$ cat src/rtl/serial_subtractor.sv
// serial_subtractor: bit-serial A - B, LSB first, with a registered borrow
// and a start/busy/done handshake; results hold until the next op completes.
module serial_subtractor #(
   parameter int WIDTH = 8
) (
   input  logic             clk,
   input  logic             rst_n,
   input  logic             start,
   input  logic [WIDTH-1:0] A,
   input  logic [WIDTH-1:0] B,
   output logic             busy,
   output logic             done,
   output logic [WIDTH-1:0] D,
   output logic             Bout,
   output logic             V
);
   localparam int CW = $clog2(WIDTH + 1);
   typedef enum logic [1:0] {IDLE, SHIFT, DONE} state_t;
   state_t state;
   logic [WIDTH-1:0] a_sh, b_sh, r, r_next;
   logic [CW-1:0] cnt;
   logic br, a_msb, b_msb, a0, b0, d, br_next, last;
   always_comb begin
      a0      = a_sh[0];
      b0      = b_sh[0];
      d       = a0 ^ b0 ^ br;
      br_next = (~a0 & b0) | (~(a0 ^ b0) & br);
      r_next  = (r >> 1) | (WIDTH'(d) << (WIDTH - 1));
      last    = cnt == CW'(WIDTH - 1);
   end
   always_ff @(posedge clk or negedge rst_n) begin
      if (!rst_n) begin
         state <= IDLE;
         busy  <= 1'b0;
         done  <= 1'b0;
         D     <= '0;
         Bout  <= 1'b0;
         V     <= 1'b0;
         a_sh  <= '0;
         b_sh  <= '0;
         r     <= '0;
         br    <= 1'b0;
         cnt   <= '0;
         a_msb <= 1'b0;
         b_msb <= 1'b0;
      end else begin
         case (state)
            IDLE, DONE: begin
               done <= 1'b0;
               if (start) begin
                  a_sh  <= A;
                  b_sh  <= B;
                  a_msb <= A[WIDTH-1];
                  b_msb <= B[WIDTH-1];
                  br    <= 1'b0;
                  cnt   <= '0;
                  busy  <= 1'b1;
                  state <= SHIFT;
               end else begin
                  state <= IDLE;
               end
            end
            SHIFT: begin
               a_sh <= a_sh >> 1;
               b_sh <= b_sh >> 1;
               r    <= r_next;
               br   <= br_next;
               cnt  <= cnt + 1'b1;
               // the final bit lands in D directly, so the result is ready with done
               if (last) begin
                  D     <= r_next;
                  Bout  <= br_next;
                  V     <= (a_msb ^ b_msb) & (d ^ a_msb);
                  busy  <= 1'b0;
                  done  <= 1'b1;
                  state <= DONE;
               end
            end
            default: state <= IDLE;
         endcase
      end
   end
endmodule

$ cat config.mk
export PLATFORM = sky130hd
export DESIGN_NAME = serial_subtractor
export DESIGN_NICKNAME = d
export VERILOG_FILES = /design/src/rtl/serial_subtractor.sv
export SDC_FILE = /design/constraint.sdc
export NUM_CORES = 1
export LEC_CHECK = 0
export CORE_ASPECT_RATIO = 2
export CORE_UTILIZATION = 47
export DETAILED_ROUTE_END_ITERATION = 12
export GPL_ROUTABILITY_DRIVEN = 0
export GPL_TIMING_DRIVEN = 0
export HOLD_SLACK_MARGIN = 0.15
export PLACE_DENSITY = 0.75
export SYNTH_ARGS = -nofsm -noshare
export SYNTH_HDL_FRONTEND = slang
export SYNTH_SLANG_ARGS = --single-unit
$ cat constraint.sdc
create_clock -name clk -period 1.6 [get_ports clk]
set_clock_uncertainty 0.2 [all_clocks]
set_input_delay 0.32 -clock clk [delete_from_list [all_inputs] [get_ports clk]]
set_output_delay 0.32 -clock clk [all_outputs]
set_load 0.05 [all_outputs]
==> results of run 1 <==
sequential cells by signal, indices dropped and copies added, names as in the netlist:
register  cells
b_msb         1
b_sh          8
done          1
Bout          1
cnt           4
a_msb         1
V             1
r             7
a_sh          8
busy          1
br            1
state         2
D             8
where the power goes:
| part | switching, mW | leakage (nW) | internal (mW) |
|---|---|---|---|
| registers | 0.369 | 0.545 | 1.63 |
| logic | 1.49 | 0.618 | 1.18 |
| clock network | 0.382 | 0.0642 | 0.615 |
routing by layer:
metal  track usage  share of wire
met2         0.376           0.56
met3        0.0660          0.049
met5             0              0
met1         0.265           0.35
met4        0.0858          0.035
placed cells by master, fill, tap and decap left out, drive strengths merged, types with 2 or more instances in the layout:
cell type and instances:
a22o 4, a22oi 13, buf 18, bufinv 2
clkbuf 8, clkdlybuf4s15 12, clkdlybuf4s50 17, dfrtp 44
inv 4, mux2 9, mux2i 3, nand2 43
nand2b 3, nand3 14, nor2b 2, nor3 2
o21ai 4
area by class of cell:
type | instances | area (um^2)
fill | 287 | 1250
sequential | 44 | 1100
multi-input combinational | 106 | 742
timing repair buffer | 41 | 423
buffer | 10 | 75.1
clock buffer | 5 | 68.8
tap | 51 | 63.8
clock inverter | 2 | 60.1
inverter | 4 | 15.0
worst paths after layout:
| check | end | slack [ps] | depth (start not counted) |
|---|---|---|---|
| worst max register to register | V | -130 | 4 |
| max in group asynchronous | D[2] | 500 | 3 |
| worst min-delay path | D[0] | 230 | 2 |
| worst min register to register | done | 290 | 1 |
| min in group clk | done | 290 | 1 |
| worst max-delay path | V | -130 | 4 |
timing repair:
item | in CTS | in global routing
hold buffers | 1 | 0
setup endpoints to repair | 30 | 26
hold endpoints to repair | 44 | 0
buffers inserted | 6 | 3
gates resized for setup | 45 | 20
pin swaps | 2 | 3
worst reg2reg max path: cells and delay by family, from the launching register on:
kind | cells | cell delay (ps)
adder cells (fa/ha/maj) | 1 | 580
flip-flops | 1 | 410
multiplexers | 1 | 250
AND/OR/NAND/NOR | 1 | 110
AO/OA/AOI/OAI | 1 | 50
kinds of logic (layout without fill, tap and decap cells):
group / after synthesis / in the layout / synth area share
fa+ha+maj: 2 / 2 / 0.0176
simple gates: 68 / 68 / 0.167
buf+inv: 15 / 62 / 0.0419
mux: 12 / 12 / 0.0831
flops: 44 / 44 / 0.594
compound gates: 24 / 24 / 0.0966
through the flow:
step                TNS, ps  std cells  hold slack [ps]
floorplan              -267        165             -176
global placement     -51500        246              256
detailed placement    -7200        247             17.2
CTS                   -1030        261              235
global route          -1470        263              252
finish                 -879        263              227
==> impl_metrics.py, run 1 <==
metrics = {
    "run_status": {
        "status": "finished, violations left",
        "failed_checks": "negative setup slack",
    },
    "routing": {
        "drc": 0,
        "vias": 1446,
        "routed_wl_mm": 4.24,
        "wl_per_cell_um": 16.1,
        "drt-initial-drc-count": 46,
        "viasPerCell": 5.50,
        "firstDrtPassIters": 4,
        "detail-route-antenna-nets": 0,
    },
    "synth": {
        "netlist_area_um2": 1850,
        "postSynthAreaPerCell_um2": 11.2,
        "synth-seq-cells": 44,
        "async_flop_share": 1.00,
        "ys_warn_count": 0,
        "synth-main-ff-cell": "dfrtp_1",
        "yosysUniqueCellTypes": 27,
        "ys_seq_area_frac": 0.594,
        "synth_common_cells": "44 x dfrtp_1, 43 x nand2_1, 14 x nand3_1, 13 x a22oi_1, 6 x mux2_4",
        "yosysTopAreaCell": "dfrtp_1",
        "syn-num-nets": 186,
        "yosys-top-cells-area": "dfrtp_1 59%, nand2_1 8.7%, a22oi_1 5.3%, mux2_4 4.9%, nand3_1 3.8%",
        "synthCells": 165,
        "synth_top_area_frac": 0.594,
        "synth_edf_count": 0,
        "synth_most_common_cell": "dfrtp_1",
    },
    "floorplanning": {
        "boundaryPins": 31,
        "start_util": 0.487,
        "die_y_um": 90.8,
        "coreArea_um2": 3800,
        "die_area_um2": 4210,
        "dieWidth_um": 46.4,
        "core.rowCount": 32,
    },
    "setup_path": {
        "crit_family": "adder cells",
        "crit_slowest_cell": "fa_1",
        "cp_data_required_time_ps": 1580,
        "worst-path-buf-inv": 0,
        "crit_arrival_ps": 1710,
        "critical_path.max_fanout": 3,
        "path_cells": "fa_1 -> nand2b_1 -> o21ai_1 -> mux2_4",
        "crit_start": "a_sh[0]",
        "setup.worst_path.start_class": "flop",
        "crit_path_end_kind": "flop",
        "cpPeakStageDelay_ps": 580,
        "crit_type": "reg2reg",
        "rr_startpoint": "a_sh[0]",
    },
    "hold_path": {
        "hold_class": "in2async",
    },
    "global_routing": {
        "grt_use_total": 0.229,
        "grt_overflow": 0,
        "grt_max_degree": 34,
        "grt_antenna_before_repair": 0,
        "grt_pass1_wl_mm": 6.97,
        "grt_pass1_vias": 1492,
    },
    "place": {
        "io_buffer_count": 30,
        "placed_cell_area_um2": 2240,
        "hpwl_mm": 2.75,
        "dpl_worst_slack_ps": -346,
    },
    "power_and_ir_drop": {
        "vdd_drop_max_uv": 1160,
        "power.leakage_nw": 1.23,
        "power_density_nw_per_um2": 2220,
        "power_mw": 5.67,
    },
    "cells_and_area": {
        "design_area_um2": 2550,
        "antenna_cells": 0,
        "drive_gt1_frac": 0.288,
        "fin_nets": 233,
        "area_delta_synth_final_pct": 37.7,
        "final_util": 0.671,
    },
    "job": {
        "cap_violations": 0,
    },
    "sta": {
        "tightestPinTransition_ps": 300,
        "relSlewSlack": 0.800,
        "period_share": 1.08,
        "fin_ws_ps": -126,
        "finalHoldViolCount": 0,
        "period_minus_slack_ps": 1730,
        "fmax_mhz": 579,
        "setup_violations": 10,
        "maxSlewViolCount": 0,
        "grt_setup_unrepaired": "yes",
    },
    "clock_tree": {
        "cts.path.max_buffers": 2,
        "cts.reportedPaths.clkPinSlew_ps": 90,
        "cts_tree": "built",
        "cts.htree.levels": 2,
        "clock-sinks": 44,
        "clkLatencyLatePin_ps": 300,
        "cts_buffers": 5,
        "root_buffer": "clkbuf_8",
    },
}
(Power assumes the default switching activity.)
==> inputs of run 2 (changes only) <==
SLEW_MARGIN = 10   (was unset)
==> results of run 2 <==
The final DEF is identical to that of run 1; final timing and power are the same.
==> inputs of run 3 (changes only) <==
SETUP_SLACK_MARGIN = 0.3   (was unset)
==> run 3 against run 2 <==
- the run still ends with negative setup slack left
- critical path depth rose by 3
- count of clock-buffer cells in the layout grew 1
- cell count rose by 16%
- combinational power is 67% higher
- first-iteration DRC count unchanged
- via count is 19% higher
- sequential cell count is the same
- maximum frequency down 8.8%
- critical endpoint is now Bout
- global-route usage is 9.7 points higher
- clock power fell by 7.4%
- largest cell class unchanged
- register-to-register slack got worse by 170 ps
==> impl_metrics.py, run 3 (synthesis results as in run 1) <==
metrics = {
    "global_routing": {
        "grt_pass1_wl_mm": 9.52,
        "grt_max_degree": 24,
        "grt_pass1_vias": 1895,
        "grt_antenna_before_repair": 0,
        "grt_overflow": 0,
        "grt_use_total": 0.325,
    },
    "power_and_ir_drop": {
        "power_density_nw_per_um2": 2300,
        "power_mw": 7.49,
        "power.leakage_nw": 1.58,
        "vdd_drop_max_uv": 1530,
    },
    "floorplanning": {
        "die_y_um": 90.8,
        "boundaryPins": 31,
        "dieWidth_um": 46.4,
        "core.rowCount": 32,
        "die_area_um2": 4210,
        "coreArea_um2": 3800,
        "start_util": 0.487,
    },
    "routing": {
        "viasPerCell": 5.64,
        "detail-route-antenna-nets": 0,
        "vias": 1714,
        "drt-initial-drc-count": 46,
        "drc": 0,
        "routed_wl_mm": 6.53,
        "firstDrtPassIters": 4,
        "wl_per_cell_um": 21.5,
    },
    "cells_and_area": {
        "drive_gt1_frac": 0.542,
        "reg_top3": "D (8), a_sh (8), b_sh (8)",
        "area_delta_synth_final_pct": 75.7,
        "fin_nets": 273,
        "final_util": 0.856,
        "antenna_cells": 0,
        "final_common_cell": "dfrtp_1",
        "layout_common_cells": "43 x dfrtp_1, 34 x buf_6, 25 x nand2_1, 21 x buf_4, 17 x clkdlybuf4s50_1",
    },
    "sta": {
        "tightestPinTransition_ps": 357,
        "maxSlewViolCount": 0,
        "period_minus_slack_ps": 1890,
        "fin_ws_ps": -293,
        "setup_violations": 18,
        "fin_hold_ws_ps": 293,
        "finalHoldViolCount": 0,
        "fmax_mhz": 528,
        "grt_setup_unrepaired": "yes",
        "relSlewSlack": 0.762,
        "period_share": 1.18,
        "fin_tns_setup_ps": -2290,
    },
    "place": {
        "io_buffer_count": 30,
        "hpwl_mm": 2.83,
    },
    "setup_path": {
        "critical_path.max_fanout": 3,
        "crit_path_end_kind": "flop",
        "setup.worst_path.start_class": "flop",
        "crit_arrival_ps": 1880,
        "crit_type": "reg2reg",
        "cp_data_required_time_ps": 1590,
    },
    "run_status": {
        "status": "finished, violations left",
        "failed_checks": "negative setup slack",
    },
    "job": {
        "cap_violations": 0,
    },
    "clock_tree": {
        "cts.path.max_buffers": 2,
        "root_buffer": "clkbuf_8",
        "cts_tree": "built",
        "clkLatencyLatePin_ps": 310,
        "cts_buffers": 5,
        "cts.reportedPaths.clkPinSlew_ps": 90,
        "cts.htree.levels": 2,
        "clock-sinks": 44,
    },
    "hold_path": {
        "hold_class": "in2async",
    },
}
## run 3: changes by cell type in the layout (fill, tap and decap cells not counted), sizes merged
cell / previous run / this run
clkbuf: 8 / 11
bufinv: 2 / 1
clkdlybuf4s15: 12 / 0
buf: 18 / 68
clkinv: 0 / 1
## run 3: path summary, 6_finish.rpt
check,from,endpoint,slack (ps),cells after the start
max,cnt[1],Bout,-290,7
min,rst_n,r[6],290,2
max reg2reg,cnt[1],Bout,-290,7
min reg2reg,b_sh[4],b_sh[4],320,2
max in group asynchronous,rst_n,state[0],470,3
min in group clk,b_sh[4],b_sh[4],320,2
## run 3: worst max-delay path, cell delays in order (launching register included)
cell and delay [ps]:
dfrtp_1 380, ha_2 220, nand2_4 70, nor3_4 220
buf_6 150, buf_6 120, buf_6 110, mux2i_1 310
## run 3: cell type report
type                            count  area (um^2)
Sequential cell                    44         1100
Fill cell                         169          548
Clock buffer                        6         82.6
Tap cell                           51         63.8
Inverter                            4         15.0
Clock inverter                      2         38.8
Multi-Input combinational cell    106          903
Buffer                             11          180
Timing Repair Buffer               80          870
## run 3: timing repair
action                                  CTS  global route
cloned                                    5             1
endpoints found under the hold margin    22             0
resized for setup                       154            27
pin swaps                                22            17
endpoints found under the setup margin   56            78
setup buffers                            29            13
hold buffers                              1             0
## run 3: routing by layer
| layer | up-vias | wire (um) | track usage |
|---|---|---|---|
| met5 | - | 0 | 0 |
| li1 | 735 | - | - |
| met3 | 27 | 245 | 0.0660 |
| met1 | 876 | 2180 | 0.329 |
| met4 | 0 | 274 | 0.159 |
| met2 | 76 | 3830 | 0.575 |
## run 3: report_power, final
group	internal (mW)	switching [mW]
sequential	1.63	0.492
combinational	2.32	2.13
clock	0.511	0.411
total	4.46	3.03
## run 3: stage by stage
| stage | instances | setup WS (ps) | cell area (um^2) |
|---|---|---|---|
| floorplan | 165 | -67.3 | 1950 |
| global placement | 246 | -1060 | 2310 |
| detailed placement | 247 | -224 | 2330 |
| CTS | 290 | -158 | 3050 |
| global route | 304 | -312 | 3260 |
| finish | 304 | -293 | 3260 |
